--- config.mk ---
export PLATFORM = sky130hd
export DESIGN_NAME = serial_byte_receiver_flat
export DESIGN_NICKNAME = d
export VERILOG_FILES = /design/src/rtl/serial_byte_receiver_if.sv /design/src/rtl/serial_byte_receiver.sv /design/src/flat_wrapper.sv
export SDC_FILE = /design/constraint.sdc
export NUM_CORES = 1
export LEC_CHECK = 0
export ABC_AREA = 1
export CORE_MARGIN = 2
export CORE_UTILIZATION = 57
export CTS_CLUSTER_SIZE = 40
export DETAILED_ROUTE_END_ITERATION = 8
export PLACE_DENSITY = 0.92
export SYNTH_ARGS = -nofsm -noshare
export SYNTH_HDL_FRONTEND = slang
export SYNTH_SLANG_ARGS = --single-unit
export TNS_END_PERCENT = 1
--- constraint.sdc ---
create_clock -name clock -period 3.3 [get_ports clock]
set_input_delay 0.99 -clock clock [delete_from_list [all_inputs] [get_ports clock]]
set_output_delay 0.99 -clock clock [all_outputs]
set_load 0.02 [all_outputs]
--- src/rtl/serial_byte_receiver_if.sv ---
// rtl/serial_byte_receiver_if.sv - serial line, word handshake and status flags of the byte receiver
interface serial_byte_receiver_if #(
   parameter int WIDTH = 8
);
   logic             SerialIn;
   logic             DataReady;
   logic             ClearErr;
   logic [WIDTH-1:0] Data_OUT;
   logic             DataValid;
   logic             FrameError;
   logic             Overrun;

   // master is the receiver itself; slave is the line driver / word consumer
   modport master (
      input  SerialIn, DataReady, ClearErr,
      output Data_OUT, DataValid, FrameError, Overrun
   );

   modport slave (
      output SerialIn, DataReady, ClearErr,
      input  Data_OUT, DataValid, FrameError, Overrun
   );
endinterface

--- src/rtl/serial_byte_receiver.sv ---
// rtl/serial_byte_receiver.sv - oversampled start/stop serial receiver with valid/ready word output
module serial_byte_receiver #(
   parameter int WIDTH        = 8,
   parameter int CLKS_PER_BIT = 4
) (
   input logic                  clock,
   input logic                  resetn,
   serial_byte_receiver_if.master bus
);
   localparam int H  = CLKS_PER_BIT / 2;
   localparam int CW = $clog2(CLKS_PER_BIT + 1);
   localparam int IW = $clog2(WIDTH);

   localparam logic [CW-1:0] CNT_HALF = CW'(H);
   localparam logic [CW-1:0] CNT_LAST = CW'(CLKS_PER_BIT - 1);
   localparam logic [CW-1:0] CNT_ONE  = CW'(1);
   localparam logic [IW-1:0] IDX_LAST = IW'(WIDTH - 1);
   localparam logic [IW-1:0] IDX_ONE  = IW'(1);

   typedef enum logic [1:0] {IDLE, START, DATA, STOP} state_t;

   state_t           state;
   logic [CW-1:0]    cnt;
   logic [IW-1:0]    idx;
   logic [WIDTH-1:0] sr;
   logic             word_done;
   logic             overrun_set;

   // The stop-sample edge is the only place a word can complete.
   always_comb begin
      word_done   = (state == STOP) && (cnt == CNT_LAST) && bus.SerialIn;
      overrun_set = word_done && bus.DataValid && !bus.DataReady;
   end

   always_ff @(posedge clock) begin
      if (!resetn) begin
         state          <= IDLE;
         cnt            <= '0;
         idx            <= '0;
         sr             <= '0;
         bus.Data_OUT   <= '0;
         bus.DataValid  <= 1'b0;
         bus.FrameError <= 1'b0;
         bus.Overrun    <= 1'b0;
      end else begin
         bus.FrameError <= 1'b0;
         case (state)
            IDLE: begin
               if (!bus.SerialIn) begin
                  state <= START;
                  cnt   <= CNT_ONE;
               end
            end
            START: begin
               if (cnt == CNT_HALF) begin
                  cnt   <= '0;
                  idx   <= '0;
                  state <= bus.SerialIn ? IDLE : DATA;
               end else begin
                  cnt <= cnt + CNT_ONE;
               end
            end
            DATA: begin
               if (cnt == CNT_LAST) begin
                  cnt <= '0;
                  sr  <= {bus.SerialIn, sr[WIDTH-1:1]};
                  if (idx == IDX_LAST) begin
                     state <= STOP;
                  end else begin
                     idx <= idx + IDX_ONE;
                  end
               end else begin
                  cnt <= cnt + CNT_ONE;
               end
            end
            STOP: begin
               if (cnt == CNT_LAST) begin
                  cnt   <= '0;
                  state <= IDLE;
                  if (!bus.SerialIn) begin
                     bus.FrameError <= 1'b1;
                  end
               end else begin
                  cnt <= cnt + CNT_ONE;
               end
            end
            default: state <= IDLE;
         endcase

         // A consumer handshake in the completion cycle frees the slot for the new word.
         if (word_done) begin
            if (!bus.DataValid || bus.DataReady) begin
               bus.Data_OUT  <= sr;
               bus.DataValid <= 1'b1;
            end
         end else if (bus.DataValid && bus.DataReady) begin
            bus.DataValid <= 1'b0;
         end

         if (overrun_set) begin
            bus.Overrun <= 1'b1;
         end else if (bus.ClearErr) begin
            bus.Overrun <= 1'b0;
         end
      end
   end
endmodule

--- src/flat_wrapper.sv ---
// flat-port wrapper written by rule: the top's interface ports become plain ports
module serial_byte_receiver_flat 
#(
   parameter int WIDTH        = 8,
   parameter int CLKS_PER_BIT = 4
)
  (clock, resetn, bus_SerialIn, bus_DataReady, bus_ClearErr, bus_Data_OUT, bus_DataValid, bus_FrameError, bus_Overrun);
  serial_byte_receiver_if #(.WIDTH(WIDTH)) bus_i ();
  input logic clock;
  input logic resetn;
  input wire logic [$bits(bus_i.SerialIn)-1:0] bus_SerialIn;
  input wire logic [$bits(bus_i.DataReady)-1:0] bus_DataReady;
  input wire logic [$bits(bus_i.ClearErr)-1:0] bus_ClearErr;
  output wire logic [$bits(bus_i.Data_OUT)-1:0] bus_Data_OUT;
  output wire logic [$bits(bus_i.DataValid)-1:0] bus_DataValid;
  output wire logic [$bits(bus_i.FrameError)-1:0] bus_FrameError;
  output wire logic [$bits(bus_i.Overrun)-1:0] bus_Overrun;
  assign bus_i.SerialIn = bus_SerialIn;
  assign bus_i.DataReady = bus_DataReady;
  assign bus_i.ClearErr = bus_ClearErr;
  assign bus_Data_OUT = bus_i.Data_OUT;
  assign bus_DataValid = bus_i.DataValid;
  assign bus_FrameError = bus_i.FrameError;
  assign bus_Overrun = bus_i.Overrun;
  serial_byte_receiver #(.WIDTH(WIDTH), .CLKS_PER_BIT(CLKS_PER_BIT)) u_core (.clock(clock), .resetn(resetn), .bus(bus_i));
endmodule
==> run_results.csv, run 1 <==
group,metric,value,unit
run_status,outcome,"finished clean",
critical_path,end_kind,"output pin",
synthesis,yosysSeqAreaShare,43.0,%
placement,place_congestion,0.765,
clock_network,cts_resized,0,
synthesis,netlist.area_leader.share,43.0,%
layout,diodes,0,
pwr,ir_drop,0.370,mV
worst_hold_path,holdPathStages,2,
synthesis,synth_nets,179,
pwr,power.internal,0.000493,W
pwr,leakagePower,0.666,nW
critical_path,crit_buf_inv,1,
synthesis,netlist_top_cells_area,"dfxtp_1 43%, nand2_1 11%, nor2_1 6.3%",
pwr,pwr-share-clk,18.6,%
grt,grt_pass1_wl,4070,µm
placement,placed_cells,209,
sta,final.setup_skew,0.00497,ns
synthesis,synthTopCellsByCount,"38 x nand2_1, 27 x dfxtp_1, 21 x nor2_1",
placement,place_hpwl,1830,µm
critical_path,cp_data_required_time,2.31,ns
clock_network,hold_buffers,0,
clock_network,cts_tree,"yes",
clock_network,clk_latency,0.33,ns
critical_path,max_stage_delay,0.61,ns
floorplanning,start_util,58.5,%
critical_path,crit_path_top_delay_cell,"clkdlybuf4s50_1",
clock_network,cts_buffer_depth,2,
critical_path,critPathTopFamily,"buffers and inverters",
routing,wl_per_cell,11.1,µm
layout,synthToLayoutAreaGrowth,15.9,%
synthesis,synth_top_cell_by_area,"dfxtp_1",
sta,fmax,434,MHz
routing,vias,1075,
sta,post-route-period-util,69.9,%
synthesis,ys_types,24,
routing,antenna_left,0,
sta,setup-violations-final,0,
routing,wl,2370,µm
placement,io_buffers,15,
routing,first_pass_iters,4,
layout,final_util,67.9,%
synthesis,synthArstFlopShare,0,%
synthesis,ys_ff_latch,27,
sta,min_period,2.31,ns
pwr,switching_share,37.3,%
critical_path,r2r_setup_slack,1.85,ns
critical_path,cp_num_cells,1,
sta,rsz0062_at_grt,"no",
synthesis,synthCells,168,
sta,finalHoldViolations,0,
layout,final_cells,213,
pwr,p_comb_share,31.2,%
floorplanning,die_h,51.0,µm
critical_path,path_cells,"clkdlybuf4s50_1",
layout,drive_gt1_share,11.9,%
synthesis,synth_edf_count,0,
sta,maxSlewViolCount,0,
grt,antenna_found_initial,0,
grt,grt_pass1_vias,970,
routing,drc_errors,0,
critical_path,crit_type,"flip-flop to output pin",
sta,tightestPinTransition,0.356,ns
sta,setup-tns-final,0,ns
grt,grt-ovfl-total,0,
synthesis,ys_warn_count,0,
clock_network,cts_max_level,1,
pwr,seq_power_share,50.2,%
routing,drt_iter0_markers,25,
worst_hold_path,hold_class,"flip-flop to flip-flop",
synthesis,synthFlopType,"dfxtp_1",
clock_network,cts_root_buffer,"clkbuf_4",
critical_path,rr_worst_depth,9,
critical_path,critPathLaunchType,"flip-flop",
clock_network,numCtsBuffers,3,
sta,slew_headroom,76.3,%
critical_path,crit_arrival,1.32,ns
floorplanning,core,0.00215,mm²
pwr,p_sw,0.000293,W
synthesis,syn_area_per_cell,7.48,µm²
grt,grt_max_degree,18,
floorplanning,dieArea,0.00260,mm²
routing,viasPerCell,5.05,
floorplanning,pin_count,16,
job,cap_violations,0,
layout,nFillCells,181,
clock_network,cts.sinks,27,
clock_network,clkTransAtPathRegs,0.15,ns
synthesis,synth_area,0.00126,mm²
pwr,p_per_area,540,mW/mm²
grt,grt_use_total,20.9,%
critical_path,crit_fanout,2,
synthesis,yosysMostFrequentCell,"nand2_1",
layout,fin_nets,197,
floorplanning,die_w,51.0,µm
clock_network,cts_setup_buffers,0,
floorplanning,row_count,17,
placed cells by master, fill, tap and decap left out, types with 4 or more instances in the layout:
master	netlist	layout
a21oi_1	11	11
clkdlybuf4s50_1	0	15
dfxtp_1	27	27
ha_1	6	6
inv_1	17	17
inv_2	4	4
nand2_1	38	38
nand3_1	12	12
nor2_1	21	21
o21ai_0	10	10
kinds of logic (layout without fill, tap and decap cells):
group	count (synthesis)	count (layout)	synth area share, %
simple gates	87	87	32.9
flops	27	27	43.0
fa+ha+maj	6	6	5.97
buf+inv	24	41	8.06
compound gates	24	24	10.0
state kept, by name (all words and copies together) (netlist names), named ones only:
name	cells
u_core.bus.DataValid	1
u_core.idx	3
u_core.state	1
u_core.bus.Data_OUT	8
u_core.bus.Overrun	1
u_core.cnt	3
u_core.sr	8
u_core.bus.FrameError	1
routing by layer:
metal  GRT usage, %  routed length (µm)
met1           26.1                1090
met2           35.1                1180
met3           2.63                  48
met4           10.8                  49
met5              0                   0
through the flow:
step,total power (W),hold WS [ns],cell area (µm²),setup slack (ns)
after floorplan,0.000594,0.458,1260,1.55
after global placement,0.000630,0.453,1430,1.08
after detailed placement,0.000647,0.460,1430,1.02
after CTS,0.000790,0.481,1460,0.986
after global routing,0.000845,0.509,1460,0.939
final,0.000787,0.482,1460,0.994
layout make-up:
class,instances,area (µm²),share of cell area (%)
multi-input combinational,117,616,42.2
timing repair buffer,16,158,10.8
sequential,27,541,37.1
clock inverter,1,7.51,0.515
inverter,21,78.8,5.41
tap,28,35.0,2.40
clock buffer,3,22.5,1.55
power by group through the flow:
stage / Combinational, W / Clock, W / Sequential (W)
after floorplan: 0.000199 / 0 / 0.000395
after global placement: 0.000230 / 0 / 0.000400
after detailed placement: 0.000245 / 0 / 0.000402
after CTS: 0.000246 / 0.000149 / 0.000395
after global routing: 0.000281 / 0.000164 / 0.000400
final: 0.000246 / 0.000146 / 0.000395
path summary, 6_finish.rpt:
kind,startpoint,to
setup / recovery,u_core.bus.Data_OUT[0]$_SDFFE_PN0P_,bus_Data_OUT[0]
hold / removal,u_core.bus.Data_OUT[5]$_SDFFE_PN0P_,u_core.bus.Data_OUT[5]$_SDFFE_PN0P_
setup reg to reg,u_core.idx[0]$_SDFFE_PN0P_,u_core.idx[0]$_SDFFE_PN0P_
hold reg to reg,u_core.bus.Data_OUT[5]$_SDFFE_PN0P_,u_core.bus.Data_OUT[5]$_SDFFE_PN0P_
(Power assumes the default switching activity.)
==> inputs of run 2 (changes only) <==
Settings changed: CORE_UTILIZATION 57 to 53, PLACE_DENSITY 0.92 to 0.87.
Clock period 3.3 ns to 2.31 ns, I/O delays scaled along.
==> run_results.csv, run 2 (synthesis gave the netlist of run 1 again) <==
group,metric,value,unit
run_status,outcome,"finished clean",
critical_path,critPathTopFamily,"buffers and inverters",
clock_network,clkTransAtPathRegs,0.15,ns
clock_network,cts_resized,0,
sta,min_period,2.01,ns
sta,final.setup_skew,0.00670,ns
pwr,p_sw,0.000424,W
clock_network,cts_tree,"yes",
critical_path,path_cells,"clkdlybuf4s50_1",
grt,grt_pass1_vias,971,
clock_network,cts_root_buffer,"clkbuf_4",
pwr,switching_share,37.6,%
critical_path,crit_buf_inv,1,
job,cap_violations,0,
layout,layout_commonest_cell,"nand2_1",
routing,vias,1052,
pwr,leakagePower,0.666,nW
routing,highest_layer,"met4",
clock_network,clk_latency,0.33,ns
grt,grt_max_degree,17,
critical_path,cp_num_cells,1,
routing,wirelength_met1,1140,µm
routing,drt_iter0_markers,20,
floorplanning,row_count,17,
critical_path,rr_worst_depth,9,
grt,grt_use_total,19.3,%
pwr,ir_drop,0.450,mV
clock_network,cts.sinks,27,
floorplanning,die_h,52.7,µm
critical_path,endpoint,"bus_DataValid",
routing,wl_met3,55,µm
layout,diodes,0,
clock_network,hold_buffers,0,
layout,fin_area,0.00146,mm²
layout,nFillCells,176,
critical_path,crit_fanout,2,
floorplanning,pin_count,16,
placement,place_congestion,0.849,
pwr,seq_power_share,50.2,%
routing,wl_met2,1110,µm
clock_network,cts_setup_buffers,0,
sta,finalHoldViolations,0,
floorplanning,core,0.00223,mm²
critical_path,crit_arrival,1.31,ns
sta,setup-violations-final,0,
grt,antenna_found_initial,0,
floorplanning,start_util,56.3,%
critical_path,r2r_end,"u_core.idx[0]$_SDFFE_PN0P_",
floorplanning,die_w,52.7,µm
routing,wl,2350,µm
critical_path,cp_data_required_time,1.62,ns
layout,multiInputGateArea,616,µm²
sta,setup-tns-final,0,ns
layout,final_util,65.3,%
critical_path,r2r_setup_slack,0.87,ns
sta,slew_headroom,75.6,%
sta,rsz0062_at_grt,"no",
placement,io_buffers,15,
sta,tightestPinTransition,0.366,ns
critical_path,critPathLaunch,"u_core.bus.DataValid$_SDFFE_PN0P_",
sta,maxSlewViolCount,0,
pwr,p_per_area,773,mW/mm²
clock_network,cts_max_level,1,
grt,grt_pass1_wl,3910,µm
sta,post-route-period-util,86.8,%
routing,antenna_left,0,
critical_path,crit_type,"flip-flop to output pin",
critical_path,crit_path_top_delay_cell,"clkdlybuf4s50_1",
sta,fin_hold_ws,0.475,ns
floorplanning,dieArea,0.00278,mm²
layout,synthToLayoutAreaGrowth,15.9,%
critical_path,critPathLaunchType,"flip-flop",
routing,viasPerCell,4.94,
grt,grt-ovfl-total,0,
layout,fin_nets,197,
critical_path,r2r-start,"u_core.idx[0]$_SDFFE_PN0P_",
routing,drc_errors,0,
clock_network,numCtsBuffers,3,
placement,place_hpwl,1780,µm
layout,largestRegisters,"u_core.bus.Data_OUT x8, u_core.sr x8",
pwr,power.internal,0.000703,W
layout,mostFrequentLayoutCells,"38 x nand2_1, 27 x dfxtp_1, 21 x nor2_1",
critical_path,max_stage_delay,0.61,ns
placement,placed_cells,209,
critical_path,end_kind,"output pin",
routing,wl_per_cell,11.0,µm
pwr,pwr-share-clk,18.8,%
layout,drive_gt1_share,11.9,%
pwr,p_comb_share,30.9,%
layout,final_cells,213,
placement,dpl_cell_area,0.00143,mm²
sta,fmax,499,MHz
routing,first_pass_iters,9,
worst_hold_path,hold_class,"flip-flop to flip-flop",
clock_network,cts_buffer_depth,2,
layout,regArea,541,µm²
## run 2: worst min path at each step
stage | start | end | slack [ns] | depth (start not counted)
2_1_floorplan | u_core.sr[0]$_SDFFE_PN0P_ | u_core.bus.Data_OUT[0]$_SDFFE_PN0P_ | 0.46 | 2
3_3_place_gp | u_core.bus.Data_OUT[3]$_SDFFE_PN0P_ | u_core.bus.Data_OUT[3]$_SDFFE_PN0P_ | 0.45 | 2
3_5_place_dp | u_core.bus.Data_OUT[4]$_SDFFE_PN0P_ | u_core.bus.Data_OUT[4]$_SDFFE_PN0P_ | 0.46 | 2
4_1_cts | u_core.bus.Data_OUT[3]$_SDFFE_PN0P_ | u_core.bus.Data_OUT[3]$_SDFFE_PN0P_ | 0.47 | 2
5_1_grt | u_core.bus.Data_OUT[3]$_SDFFE_PN0P_ | u_core.bus.Data_OUT[3]$_SDFFE_PN0P_ | 0.49 | 2
6_report | u_core.bus.Data_OUT[3]$_SDFFE_PN0P_ | u_core.bus.Data_OUT[3]$_SDFFE_PN0P_ | 0.48 | 2
## run 2: metrics by stage
step,total power [W],setup slack (ns)
after detailed placement,0.000922,0.378
after global placement,0.000896,0.415
after floorplan,0.000849,0.860
after global routing,0.00122,0.250
after CTS,0.00114,0.288
final,0.00113,0.304
## run 2: layer usage
layer	vias up	global-route usage, %
met1	473	23.0
li1	560	-
met2	14	32.1
met3	5	3.43
met4	0	11.5
met5	-	0
## run 2: power by group through the flow
stage	clock, W	combinational, W	sequential, W
after floorplan	0	0.000285	0.000564
after global placement	0	0.000325	0.000571
after detailed placement	0	0.000345	0.000577
after CTS	0.000223	0.000347	0.000566
after global routing	0.000242	0.000400	0.000574
final	0.000212	0.000349	0.000566
## run 2: final cells by class
class | instances | area share [%]
Clock buffer | 3 | 1.55
Clock inverter | 1 | 0.515
Inverter | 21 | 5.41
Multi-Input combinational cell | 117 | 42.2
Sequential cell | 27 | 37.1
Tap cell | 28 | 2.40
Timing Repair Buffer | 16 | 10.8
## run 2: tightest hold or removal path, cell delays in order, from the launching register on
cell and delay, ns:
dfxtp_1 0.34, nand2_1 0.06, a21oi_1 0.05
==> inputs of run 3 (changes only) <==
Settings changed: CORE_MARGIN 2 to 3.
==> run_results.csv, run 3 (synthesis gave the netlist of run 1 again) <==
group,metric,value,unit
layout,multiInputGateArea,616,µm²
grt,grt-ovfl-total,0,
job,cap_violations,0,
floorplanning,die_w,54.7,µm
sta,post-route-period-util,86.5,%
sta,finalHoldViolations,0,
critical_path,crit_type,"flip-flop to output pin",
grt,grt_use_total,17.6,%
clock_network,cts.sinks,27,
sta,maxSlewViolCount,0,
layout,regArea,541,µm²
clock_network,clkTransAtPathRegs,0.16,ns
critical_path,crit_arrival,1.31,ns
routing,wl_met2,1070,µm
layout,synthToLayoutAreaGrowth,15.9,%
critical_path,max_stage_delay,0.61,ns
routing,antenna_left,0,
critical_path,endpoint,"bus_DataValid",
sta,setup-tns-final,0,ns
floorplanning,core,0.00223,mm²
run_status,outcome,"finished clean",
critical_path,r2r_end,"u_core.idx[0]$_SDFFE_PN0P_",
pwr,leakagePower,0.666,nW
routing,wl_met3,71,µm
clock_network,cts_tree,"yes",
floorplanning,dieArea,0.00299,mm²
grt,grt_max_degree,17,
layout,mostFrequentLayoutCells,"38 x nand2_1, 27 x dfxtp_1, 21 x nor2_1",
sta,final.setup_skew,0.0112,ns
clock_network,cts_buffer_depth,2,
routing,wirelength_met1,1120,µm
critical_path,crit_path_top_delay_cell,"clkdlybuf4s50_1",
critical_path,crit_buf_inv,1,
placement,io_buffers,15,
critical_path,critPathLaunchType,"flip-flop",
clock_network,hold_buffers,0,
layout,fin_nets,197,
grt,grt_pass1_wl,3830,µm
clock_network,cts_setup_buffers,0,
critical_path,r2r-start,"u_core.idx[0]$_SDFFE_PN0P_",
clock_network,cts_root_buffer,"clkbuf_4",
layout,diodes,0,
floorplanning,die_h,54.7,µm
routing,vias,1043,
critical_path,path_cells,"clkdlybuf4s50_1",
critical_path,cp_data_required_time,1.62,ns
sta,rsz0062_at_grt,"no",
routing,first_pass_iters,4,
sta,fmax,500,MHz
critical_path,rr_worst_depth,9,
sta,setup-violations-final,0,
grt,antenna_found_initial,0,
sta,tightestPinTransition,0.371,ns
layout,final_util,65.3,%
routing,highest_layer,"met4",
floorplanning,row_count,17,
grt,grt_pass1_vias,958,
critical_path,critPathLaunch,"u_core.bus.DataValid$_SDFFE_PN0P_",
critical_path,critPathTopFamily,"buffers and inverters",
floorplanning,pin_count,16,
routing,viasPerCell,4.90,
critical_path,cp_num_cells,1,
clock_network,numCtsBuffers,3,
pwr,p_per_area,770,mW/mm²
routing,drc_errors,0,
worst_hold_path,hold_class,"flip-flop to flip-flop",
placement,place_congestion,0.754,
layout,drive_gt1_share,11.9,%
floorplanning,start_util,56.3,%
placement,place_hpwl,1730,µm
critical_path,crit_fanout,2,
pwr,ir_drop,0.521,mV
routing,wl,2280,µm
clock_network,cts_max_level,1,
critical_path,r2r_setup_slack,0.88,ns
worst_hold_path,holdPathStages,2,
layout,nFillCells,181,
layout,largestRegisters,"u_core.bus.Data_OUT x8, u_core.sr x8",
clock_network,clk_latency,0.33,ns
clock_network,cts_resized,0,
critical_path,end_kind,"output pin",
sta,min_period,2.00,ns
routing,drt_iter0_markers,37,
layout,layout_commonest_cell,"nand2_1",
sta,slew_headroom,75.2,%
routing,wl_per_cell,10.7,µm
[run 3: worst min path at each step]
stage | start | end | slack (ns)
floorplan | u_core.sr[0]$_SDFFE_PN0P_ | u_core.bus.Data_OUT[0]$_SDFFE_PN0P_ | 0.46
global placement | u_core.bus.Data_OUT[7]$_SDFFE_PN0P_ | u_core.bus.Data_OUT[7]$_SDFFE_PN0P_ | 0.45
detailed placement | u_core.bus.Data_OUT[6]$_SDFFE_PN0P_ | u_core.bus.Data_OUT[6]$_SDFFE_PN0P_ | 0.46
CTS | u_core.bus.Data_OUT[6]$_SDFFE_PN0P_ | u_core.bus.Data_OUT[6]$_SDFFE_PN0P_ | 0.48
global route | u_core.bus.Data_OUT[4]$_SDFFE_PN0P_ | u_core.bus.Data_OUT[4]$_SDFFE_PN0P_ | 0.50
finish | u_core.bus.Data_OUT[6]$_SDFFE_PN0P_ | u_core.bus.Data_OUT[6]$_SDFFE_PN0P_ | 0.48
[run 3: per-layer routing]
metal | GRT usage [%] | vias to the layer above
li1 | - | 561
met1 | 21.9 | 465
met2 | 29.1 | 13
met3 | 3.27 | 4
met4 | 7.47 | 0
met5 | 0 | -
[run 3: worst min-delay path, cell delays in order (launching register included)]
cell,delay [ns]
dfxtp_1,0.35
nand2_1,0.06
a21oi_1,0.05
[run 3: per-stage QoR]
step	setup WS (ns)	cells	area, µm²	hold WS, ns	total power (W)
final	0.311	213	1460	0.481	0.00112
after global routing	0.236	213	1460	0.499	0.00122
after CTS	0.299	213	1460	0.479	0.00112
after detailed placement	0.357	209	1430	0.460	0.000919
after global placement	0.413	209	1430	0.452	0.000894
after floorplan	0.860	168	1260	0.458	0.000849
[run 3: where the power goes]
group,switching (W),internal (W)
combinational,0.000224,0.000121
sequential,0.0000487,0.000516
clock,0.000146,0.0000662
total,0.000419,0.000703
[run 3: final cells by class]
cell class              count  area share, %
clock inverters             1          0.515
repair buffers             16           10.8
multi-input cells         117           42.2
inverters                  21           5.41
well taps                  28           2.40
flip-flops and latches     27           37.1
clock buffers               3           1.55
